[src/rtl/apb5_completer_mem_if.sv]
// APB5 bus bundle between a requester and the apb5_completer_mem completer.
// The master modport is the requester side and the slave modport is the completer side.
// The parameters must match those of the completer that is attached to the bus.
interface apb5_completer_mem_if #(
  parameter int ADDR_WIDTH      = 8,
  parameter int DATA_WIDTH      = 32,
  parameter int USER_REQ_WIDTH  = 4,
  parameter int USER_DATA_WIDTH = 4,
  parameter int USER_RESP_WIDTH = 4
);
  logic                         PSEL;
  logic                         PENABLE;
  logic [ADDR_WIDTH-1:0]        PADDR;
  logic                         PWRITE;
  logic [DATA_WIDTH-1:0]        PWDATA;
  logic [DATA_WIDTH/8-1:0]      PSTRB;
  logic [2:0]                   PPROT;
  logic [USER_REQ_WIDTH-1:0]    PAUSER;
  logic [USER_DATA_WIDTH-1:0]   PWUSER;
  logic                         PREADY;
  logic [DATA_WIDTH-1:0]        PRDATA;
  logic                         PSLVERR;
  logic [USER_DATA_WIDTH-1:0]   PRUSER;
  logic [USER_RESP_WIDTH-1:0]   PBUSER;

  modport master (
    output PSEL, PENABLE, PADDR, PWRITE, PWDATA, PSTRB, PPROT, PAUSER, PWUSER,
    input  PREADY, PRDATA, PSLVERR, PRUSER, PBUSER
  );

  modport slave (
    input  PSEL, PENABLE, PADDR, PWRITE, PWDATA, PSTRB, PPROT, PAUSER, PWUSER,
    output PREADY, PRDATA, PSLVERR, PRUSER, PBUSER
  );
endinterface

[src/rtl/apb5_completer_mem.sv]
// APB5 completer backed by a flop-based word memory with per-word user bits.
// Every access takes WAIT_CYCLES PREADY-low cycles and then a single response cycle.
// Optional macro APB5_COMPLETER_PROT_EN adds PPROT-based access checks; when it is
// undefined, PPROT is ignored and no PPROT flop exists.
module apb5_completer_mem #(
  parameter int ADDR_WIDTH      = 8,
  parameter int DATA_WIDTH      = 32,
  parameter int MEM_DEPTH       = 48,
  parameter int WAIT_CYCLES     = 1,
  parameter int USER_REQ_WIDTH  = 4,
  parameter int USER_DATA_WIDTH = 4,
  parameter int USER_RESP_WIDTH = 4
) (
  input logic                 PCLK,
  input logic                 PRESET,
  apb5_completer_mem_if.slave bus
);

  localparam int STRB_WIDTH = DATA_WIDTH / 8;
  localparam int OFF_BITS   = $clog2(STRB_WIDTH);
  localparam int IDX_W      = (MEM_DEPTH > 1) ? $clog2(MEM_DEPTH) : 1;
  localparam logic [ADDR_WIDTH-1:0] OFF_MASK = ADDR_WIDTH'((1 << OFF_BITS) - 1);

  typedef enum logic [1:0] {
    IDLE,
    WAIT,
    RESP
  } state_e;

  state_e                      state_q;
  logic [3:0]                  waitCnt_q;
  logic [ADDR_WIDTH-1:0]       addr_q;
  logic                        write_q;
  logic [DATA_WIDTH-1:0]       wdata_q;
  logic [STRB_WIDTH-1:0]       strb_q;
  logic [USER_REQ_WIDTH-1:0]   auser_q;
  logic [USER_DATA_WIDTH-1:0]  wuser_q;
`ifdef APB5_COMPLETER_PROT_EN
  logic [2:0]                  prot_q;
`endif

  logic                        pready_q;
  logic [DATA_WIDTH-1:0]       prdata_q;
  logic                        pslverr_q;
  logic [USER_DATA_WIDTH-1:0]  pruser_q;
  logic [USER_RESP_WIDTH-1:0]  pbuser_q;

  logic [DATA_WIDTH-1:0]       mem_q  [MEM_DEPTH];
  logic [USER_DATA_WIDTH-1:0]  user_q [MEM_DEPTH];

  logic                        inIdle;
  logic                        setup;
  logic                        goResp_d;
  logic [ADDR_WIDTH-1:0]       reqAddr_d;
  logic                        reqWrite_d;
  logic [DATA_WIDTH-1:0]       reqWdata_d;
  logic [STRB_WIDTH-1:0]       reqStrb_d;
  logic [USER_REQ_WIDTH-1:0]   reqAuser_d;
  logic [USER_DATA_WIDTH-1:0]  reqWuser_d;
  logic [31:0]                 reqIndex_d;
  logic [IDX_W-1:0]            wordIdx_d;
  logic                        reqErr_d;

`ifndef APB5_COMPLETER_PROT_EN
  logic unusedProt;
  assign unusedProt = ^bus.PPROT;
`endif

  // The request that enters RESP comes straight off the bus when there are no wait
  // states, otherwise from the values captured in the setup phase.
  always_comb begin
    inIdle     = (state_q == IDLE);
    setup      = bus.PSEL && !bus.PENABLE;
    goResp_d   = (inIdle && setup && (WAIT_CYCLES == 0)) ||
                 ((state_q == WAIT) && bus.PSEL && (waitCnt_q == 4'd1));
    reqAddr_d  = inIdle ? bus.PADDR  : addr_q;
    reqWrite_d = inIdle ? bus.PWRITE : write_q;
    reqWdata_d = inIdle ? bus.PWDATA : wdata_q;
    reqStrb_d  = inIdle ? bus.PSTRB  : strb_q;
    reqAuser_d = inIdle ? bus.PAUSER : auser_q;
    reqWuser_d = inIdle ? bus.PWUSER : wuser_q;
    reqIndex_d = 32'(reqAddr_d >> OFF_BITS);
    wordIdx_d  = reqIndex_d[IDX_W-1:0];
    reqErr_d   = (reqIndex_d >= 32'(MEM_DEPTH)) ||
                 ((reqAddr_d & OFF_MASK) != '0) ||
                 (!reqWrite_d && (reqStrb_d != '0));
`ifdef APB5_COMPLETER_PROT_EN
    begin
      logic [2:0] reqProt;
      reqProt = inIdle ? bus.PPROT : prot_q;
      if (reqProt[1] && (reqIndex_d >= 32'(MEM_DEPTH / 2))) begin
        reqErr_d = 1'b1;
      end
      if (reqWrite_d && !reqProt[0] && (reqIndex_d == 32'd0)) begin
        reqErr_d = 1'b1;
      end
    end
`endif
  end

  // Transfer FSM: captures the request, counts wait states, and on entry to RESP
  // commits the write or registers the read response for exactly one cycle.
  always_ff @(posedge PCLK or posedge PRESET) begin
    if (PRESET) begin
      state_q   <= IDLE;
      waitCnt_q <= '0;
      addr_q    <= '0;
      write_q   <= 1'b0;
      wdata_q   <= '0;
      strb_q    <= '0;
      auser_q   <= '0;
      wuser_q   <= '0;
`ifdef APB5_COMPLETER_PROT_EN
      prot_q    <= '0;
`endif
      pready_q  <= 1'b0;
      prdata_q  <= '0;
      pslverr_q <= 1'b0;
      pruser_q  <= '0;
      pbuser_q  <= '0;
      for (int w = 0; w < MEM_DEPTH; w++) begin
        mem_q[w]  <= '0;
        user_q[w] <= '0;
      end
    end else begin
      pready_q  <= 1'b0;
      prdata_q  <= '0;
      pslverr_q <= 1'b0;
      pruser_q  <= '0;
      pbuser_q  <= '0;

      case (state_q)
        IDLE: begin
          if (setup) begin
            addr_q    <= bus.PADDR;
            write_q   <= bus.PWRITE;
            wdata_q   <= bus.PWDATA;
            strb_q    <= bus.PSTRB;
            auser_q   <= bus.PAUSER;
            wuser_q   <= bus.PWUSER;
`ifdef APB5_COMPLETER_PROT_EN
            prot_q    <= bus.PPROT;
`endif
            waitCnt_q <= 4'(WAIT_CYCLES);
            state_q   <= (WAIT_CYCLES == 0) ? RESP : WAIT;
          end
        end
        WAIT: begin
          if (!bus.PSEL) begin
            waitCnt_q <= '0;
            state_q   <= IDLE;
          end else if (waitCnt_q == 4'd1) begin
            waitCnt_q <= '0;
            state_q   <= RESP;
          end else begin
            waitCnt_q <= waitCnt_q - 4'd1;
          end
        end
        RESP: begin
          state_q <= IDLE;
        end
        default: begin
          state_q <= IDLE;
        end
      endcase

      if (goResp_d) begin
        pready_q  <= 1'b1;
        pslverr_q <= reqErr_d;
        pbuser_q  <= USER_RESP_WIDTH'(reqAuser_d);
        if (!reqErr_d) begin
          if (reqWrite_d) begin
            for (int i = 0; i < STRB_WIDTH; i++) begin
              if (reqStrb_d[i]) begin
                mem_q[wordIdx_d][8*i +: 8] <= reqWdata_d[8*i +: 8];
              end
            end
            user_q[wordIdx_d] <= reqWuser_d;
          end else begin
            prdata_q <= mem_q[wordIdx_d];
            pruser_q <= user_q[wordIdx_d];
          end
        end
      end
    end
  end

  assign bus.PREADY  = pready_q;
  assign bus.PRDATA  = prdata_q;
  assign bus.PSLVERR = pslverr_q;
  assign bus.PRUSER  = pruser_q;
  assign bus.PBUSER  = pbuser_q;

endmodule

[src/flat_wrapper.sv]
// flat-port wrapper written by rule: the top's interface ports become plain ports
module apb5_completer_mem_flat 
#(
  parameter int ADDR_WIDTH      = 8,
  parameter int DATA_WIDTH      = 32,
  parameter int MEM_DEPTH       = 48,
  parameter int WAIT_CYCLES     = 1,
  parameter int USER_REQ_WIDTH  = 4,
  parameter int USER_DATA_WIDTH = 4,
  parameter int USER_RESP_WIDTH = 4
)
  (PCLK, PRESET, bus_PSEL, bus_PENABLE, bus_PADDR, bus_PWRITE, bus_PWDATA, bus_PSTRB, bus_PPROT, bus_PAUSER, bus_PWUSER, bus_PREADY, bus_PRDATA, bus_PSLVERR, bus_PRUSER, bus_PBUSER);
  apb5_completer_mem_if #(.ADDR_WIDTH(ADDR_WIDTH), .DATA_WIDTH(DATA_WIDTH), .USER_REQ_WIDTH(USER_REQ_WIDTH), .USER_DATA_WIDTH(USER_DATA_WIDTH), .USER_RESP_WIDTH(USER_RESP_WIDTH)) bus_i ();
  input logic PCLK;
  input logic PRESET;
  input wire logic [$bits(bus_i.PSEL)-1:0] bus_PSEL;
  input wire logic [$bits(bus_i.PENABLE)-1:0] bus_PENABLE;
  input wire logic [$bits(bus_i.PADDR)-1:0] bus_PADDR;
  input wire logic [$bits(bus_i.PWRITE)-1:0] bus_PWRITE;
  input wire logic [$bits(bus_i.PWDATA)-1:0] bus_PWDATA;
  input wire logic [$bits(bus_i.PSTRB)-1:0] bus_PSTRB;
  input wire logic [$bits(bus_i.PPROT)-1:0] bus_PPROT;
  input wire logic [$bits(bus_i.PAUSER)-1:0] bus_PAUSER;
  input wire logic [$bits(bus_i.PWUSER)-1:0] bus_PWUSER;
  output wire logic [$bits(bus_i.PREADY)-1:0] bus_PREADY;
  output wire logic [$bits(bus_i.PRDATA)-1:0] bus_PRDATA;
  output wire logic [$bits(bus_i.PSLVERR)-1:0] bus_PSLVERR;
  output wire logic [$bits(bus_i.PRUSER)-1:0] bus_PRUSER;
  output wire logic [$bits(bus_i.PBUSER)-1:0] bus_PBUSER;
  assign bus_i.PSEL = bus_PSEL;
  assign bus_i.PENABLE = bus_PENABLE;
  assign bus_i.PADDR = bus_PADDR;
  assign bus_i.PWRITE = bus_PWRITE;
  assign bus_i.PWDATA = bus_PWDATA;
  assign bus_i.PSTRB = bus_PSTRB;
  assign bus_i.PPROT = bus_PPROT;
  assign bus_i.PAUSER = bus_PAUSER;
  assign bus_i.PWUSER = bus_PWUSER;
  assign bus_PREADY = bus_i.PREADY;
  assign bus_PRDATA = bus_i.PRDATA;
  assign bus_PSLVERR = bus_i.PSLVERR;
  assign bus_PRUSER = bus_i.PRUSER;
  assign bus_PBUSER = bus_i.PBUSER;
  apb5_completer_mem #(.ADDR_WIDTH(ADDR_WIDTH), .DATA_WIDTH(DATA_WIDTH), .MEM_DEPTH(MEM_DEPTH), .WAIT_CYCLES(WAIT_CYCLES), .USER_REQ_WIDTH(USER_REQ_WIDTH), .USER_DATA_WIDTH(USER_DATA_WIDTH), .USER_RESP_WIDTH(USER_RESP_WIDTH)) u_core (.PCLK(PCLK), .PRESET(PRESET), .bus(bus_i));
endmodule
[config.mk]
export PLATFORM = sky130hd
export DESIGN_NAME = apb5_completer_mem_flat
export DESIGN_NICKNAME = d
export VERILOG_FILES = /design/src/rtl/apb5_completer_mem_if.sv /design/src/rtl/apb5_completer_mem.sv /design/src/flat_wrapper.sv
export SDC_FILE = /design/constraint.sdc
export NUM_CORES = 2
export LEC_CHECK = 0
export CORE_ASPECT_RATIO = 0.8
export CORE_UTILIZATION = 45
export CTS_CLUSTER_DIAMETER = 60
export CTS_CLUSTER_SIZE = 14
export DETAILED_ROUTE_END_ITERATION = 7
export GPL_ROUTABILITY_DRIVEN = 0
export MAX_ROUTING_LAYER = met4
export PLACE_DENSITY_LB_ADDON = 0.05
export SLEW_MARGIN = 15
export SYNTH_ARGS = -nofsm -noshare
export SYNTH_HDL_FRONTEND = slang
export SYNTH_SLANG_ARGS = --single-unit
[constraint.sdc]
create_clock -name PCLK -period 162.8 [get_ports PCLK]
set_clock_uncertainty 0.2 [all_clocks]
set_input_delay 32.56 -clock PCLK [delete_from_list [all_inputs] [get_ports PCLK]]
set_output_delay 32.56 -clock PCLK [all_outputs]
set_load 0.01 [all_outputs]
==> metrics.log <==
[metrics] post-cts resize count: 0
[metrics] port bufs: 98
[metrics] placed instance count: 10228
[metrics] number of enable flip-flop cells after synthesis: 0
[metrics] worst-path maximum fanout: 89
[metrics] total I/O pin count: 102
[metrics] maximum buffer depth of the clock tree: 3
[metrics] smallest setup slack after layout: 124.91 ns
[metrics] top library cells by usage in the layout, fill and taps aside: sky130_fd_sc_hd__nand2_1, sky130_fd_sc_hd__dfrtp_1, sky130_fd_sc_hd__o21ai_0
[metrics] Worst Setup Path Type: in2reg
[metrics] achievable frequency: 26.39 MHz
[metrics] Total Routed Length: 285000 um
[metrics] class of the tightest hold or removal check: reg2reg
[metrics] fraction of layout instances using a drive strength above 1: 0.09537
[metrics] layout filler cell count: 16316
[metrics] Detail Route Antenna Nets: 0
[metrics] maximum capacitance violations: 0
[metrics] Syn. warnings: 0
[metrics] number of DRC violations after detailed-routing iteration 0: 6699
[metrics] Die Span X: 472.1 um
[metrics] total of endpoints with negative setup slack in the final report: 0
[metrics] Std-Cell Rows: 137
[metrics] endpoint type of the worst setup path: flip-flop
[metrics] count of different cell masters after synthesis: 92
[metrics] pin count of the biggest net entering global routing: 172
[metrics] fraction of met1 tracks used by global routing: 0.4782
[metrics] remaining design rule violation count: 0
[metrics] worst endpoint data arrival time: 38.30 ns
[metrics] final-report hold violation count: 0
[metrics] met2 global-route usage: 0.4860
[metrics] FF-to-FF setup slack: 156.51 ns
[metrics] setup tns final: 0 ns
[metrics] hold path start: u_core.mem_q[999]
[metrics] wire length of the first global-routing pass: 421300 um
[metrics] asr flop ratio synth: 1.000
[metrics] standard cell core area: 175000 um2
[metrics] number of buffers added to fix hold violations after cts: 0
[metrics] run status: completed
[metrics] hold depth: 2
[metrics] CTS sink cnt: 1829
[metrics] wire length per cell after detailed routing: 27.28 um
[metrics] data required time at the worst endpoint: 163.21 ns
[metrics] register bit total from synthesis: 1829
[metrics] number of global-route vias before repair: 59084
[metrics] GR Layer Usage met3: 0.04809
[metrics] Hold Crit Endpoint: u_core.mem_q[999]
[metrics] RSZ-0062 raised after global routing: no
[metrics] cts bufs inserted: 155
[metrics] Post-Place Setup Slack: 124.23 ns
[metrics] total number of vias: 62440
[metrics] clock period minus final worst setup slack: 37.89 ns
[metrics] global-route congestion overflow total: 0
[metrics] predominant post-synthesis flop cell: sky130_fd_sc_hd__dfrtp_1
[metrics] cell depth of the worst flop-to-flop path: 10
[metrics] number of antenna violations at the first check in global routing: 14
[metrics] post-route clock period utilization: 0.2328
[metrics] Avg Synthesized Cell Area: 9.580 um2
[metrics] post-route core utilization: 0.4947
[metrics] gr busiest metal: met2
[metrics] worst r2r dst: u_core.bus.PRDATA[5]
[metrics] Post-Layout Cell Count: 10446
[metrics] cell area power density: 13.56 nW/um2
[metrics] area enclosed by the die boundary: 178500 um2
[metrics] clock slew seen by the registers of the worst setup and hold paths: 0.07 ns
[metrics] post-synthesis cell count: 8304
[metrics] Root Buffer: sky130_fd_sc_hd__clkbuf_16
[metrics] most frequent standard cell in the layout excluding fill and tap cells: sky130_fd_sc_hd__nand2_1
[metrics] total routing usage reported by global routing: 0.3308
[metrics] maximum vdd ir drop: 0.01211 mV
[metrics] TritonCTS clock tree: done
[metrics] net count after synthesis: 8366
[metrics] number of H-tree levels: 4
[metrics] Netlist Area Pre-Place: 79550 um2
[metrics] die span in y: 378.1 um
[metrics] total setup buffers inserted after CTS: 0
[metrics] Max Slew Vio Count: 0
[metrics] WHS: 0.2765 ns
[metrics] Layout Nets: 8084
[metrics] critical path startpoint category: input port
[metrics] DR vias/cell: 5.977
[metrics] initial standard-cell utilization of the core: 0.4546
[metrics] detailed placer's ending HPWL: 169300 um
[metrics] clk_lat worst skew: 0.81 ns
[metrics] 1st-pass router iterations: 8
[metrics] measured slew at the worst slew-check pin: 1.032 ns
[metrics] Reg-to-Reg Start: u_core.state_q[1]
[metrics] static power due to leakage: 38.09 nW
[metrics] synthesis-to-layout area growth: 8.833%
[metrics] share of the yosys chip area belonging to registers: 0.5753
[metrics] worst slew slack as a fraction of its limit: 0.2943
-- worst max-delay path by stage --
stage	startpoint	end
floorplan	PRESET	u_core.addr_q[0]
global placement	bus_PADDR[2]	u_core.bus.PRDATA[30]
detailed placement	bus_PADDR[2]	u_core.bus.PRDATA[30]
CTS	bus_PADDR[2]	u_core.bus.PRDATA[30]
global route	bus_PADDR[2]	u_core.bus.PRDATA[30]
finish	bus_PADDR[2]	u_core.bus.PRDATA[30]
-- state kept, by name, summed over array words and instances, names as in the netlist --
name,count
u_core.bus.PRUSER,4
u_core.mem_q,1536
u_core.auser_q,4
u_core.write_q,1
u_core.waitCnt_q,4
u_core.bus.PSLVERR,1
u_core.bus.PBUSER,4
u_core.user_q,192
u_core.addr_q,8
u_core.state_q,2
u_core.strb_q,4
u_core.wuser_q,4
u_core.wdata_q,32
u_core.bus.PREADY,1
u_core.bus.PRDATA,32
-- cells by family (layout without fill, tap and decap cells) --
group | after synthesis | count (layout) | share of synthesized area
other | 0 | 9 | 0
AO/OA/AOI/OAI | 2829 | 2829 | 0.2086
adder cells (fa/ha/maj) | 2 | 2 | 0.0003145
multiplexers | 159 | 159 | 0.02126
AND/OR/NAND/NOR | 2742 | 2742 | 0.1479
flip-flops | 1829 | 1829 | 0.5753
buffers and inverters | 743 | 513 | 0.04657
-- per-stage QoR --
stage	cell area [um2]	total power, mW
finish	86580	1.174
global route	86570	1.212
floorplan	79550	0.6805
detailed placement	82090	0.8186
CTS	86560	1.175
global placement	82080	0.8174
-- cell usage after synthesis, drive strengths merged, types with 5 or more instances --
master / instances / share of area
a32o: 12 / 0.0015
a2bb2oi: 6 / 0.0010
inv: 10 / 0.00047
o311a: 6 / 0.00075
nor4: 23 / 0.0021
o31ai: 12 / 0.0011
mux2i: 95 / 0.012
and3: 6 / 0.00047
o211ai: 18 / 0.0017
clkbuf: 342 / 0.016
o21a: 5 / 0.00057
o31a: 14 / 0.0015
a21oi: 272 / 0.017
a211oi: 27 / 0.0025
dfrtp: 1829 / 0.58
nor3: 119 / 0.012
o21ai: 1701 / 0.11
nand3: 56 / 0.0036
nor4b: 7 / 0.00077
a22oi: 10 / 0.0015
o22a: 35 / 0.0039
or3: 18 / 0.0014
buf: 391 / 0.030
o22ai: 443 / 0.035
nand4: 16 / 0.0013
a211o: 7 / 0.00077
o221ai: 96 / 0.011
nand2: 2070 / 0.10
o2111ai: 5 / 0.00055
nand2b: 69 / 0.0067
a2111oi: 21 / 0.0029
a32oi: 59 / 0.0067
a221oi: 7 / 0.00077
nor2: 336 / 0.016
mux2: 64 / 0.0092
a31oi: 43 / 0.0034
-- where the power goes --
part	internal, mW	switching [mW]	total (mW)
clock network	0.186	0.172	0.358
registers	0.463	0.00907	0.473
logic	0.0866	0.256	0.343
-- critical path, cell delays in order --
cell,delay [ns]
sky130_fd_sc_hd__clkdlybuf4s50_1,0.84
sky130_fd_sc_hd__or3b_4,0.49
sky130_fd_sc_hd__and2_4,0.19
sky130_fd_sc_hd__buf_4,0.47
sky130_fd_sc_hd__buf_4,0.71
sky130_fd_sc_hd__buf_12,0.45
sky130_fd_sc_hd__buf_4,0.65
sky130_fd_sc_hd__nand2_1,0.12
sky130_fd_sc_hd__a32oi_1,0.26
sky130_fd_sc_hd__a21oi_1,0.11
sky130_fd_sc_hd__or3_1,0.37
sky130_fd_sc_hd__a2111oi_1,0.76
-- metal layers --
| layer | wire length [um] | vias to the layer above |
|---|---|---|
| met3 | 19310 | 385 |
| met5 | 0 | - |
| li1 | - | 28394 |
| met1 | 132000 | 31518 |
| met4 | 7881 | 0 |
| met2 | 125800 | 2143 |
-- cell type report --
class / instances / area [um2] / area share
clock inverters: 23 / 196.4 / 0.002269
clock buffers: 186 / 4277 / 0.04939
well taps: 2363 / 2957 / 0.03415
multi-input cells: 5732 / 30720 / 0.3549
diodes: 9 / 22.52 / 0.0002601
repair buffers: 294 / 2590 / 0.02991
inverters: 10 / 45.04 / 0.0005202
flip-flops and latches: 1829 / 45770 / 0.5286
Note: power is estimated with default switching activity, not from simulation.
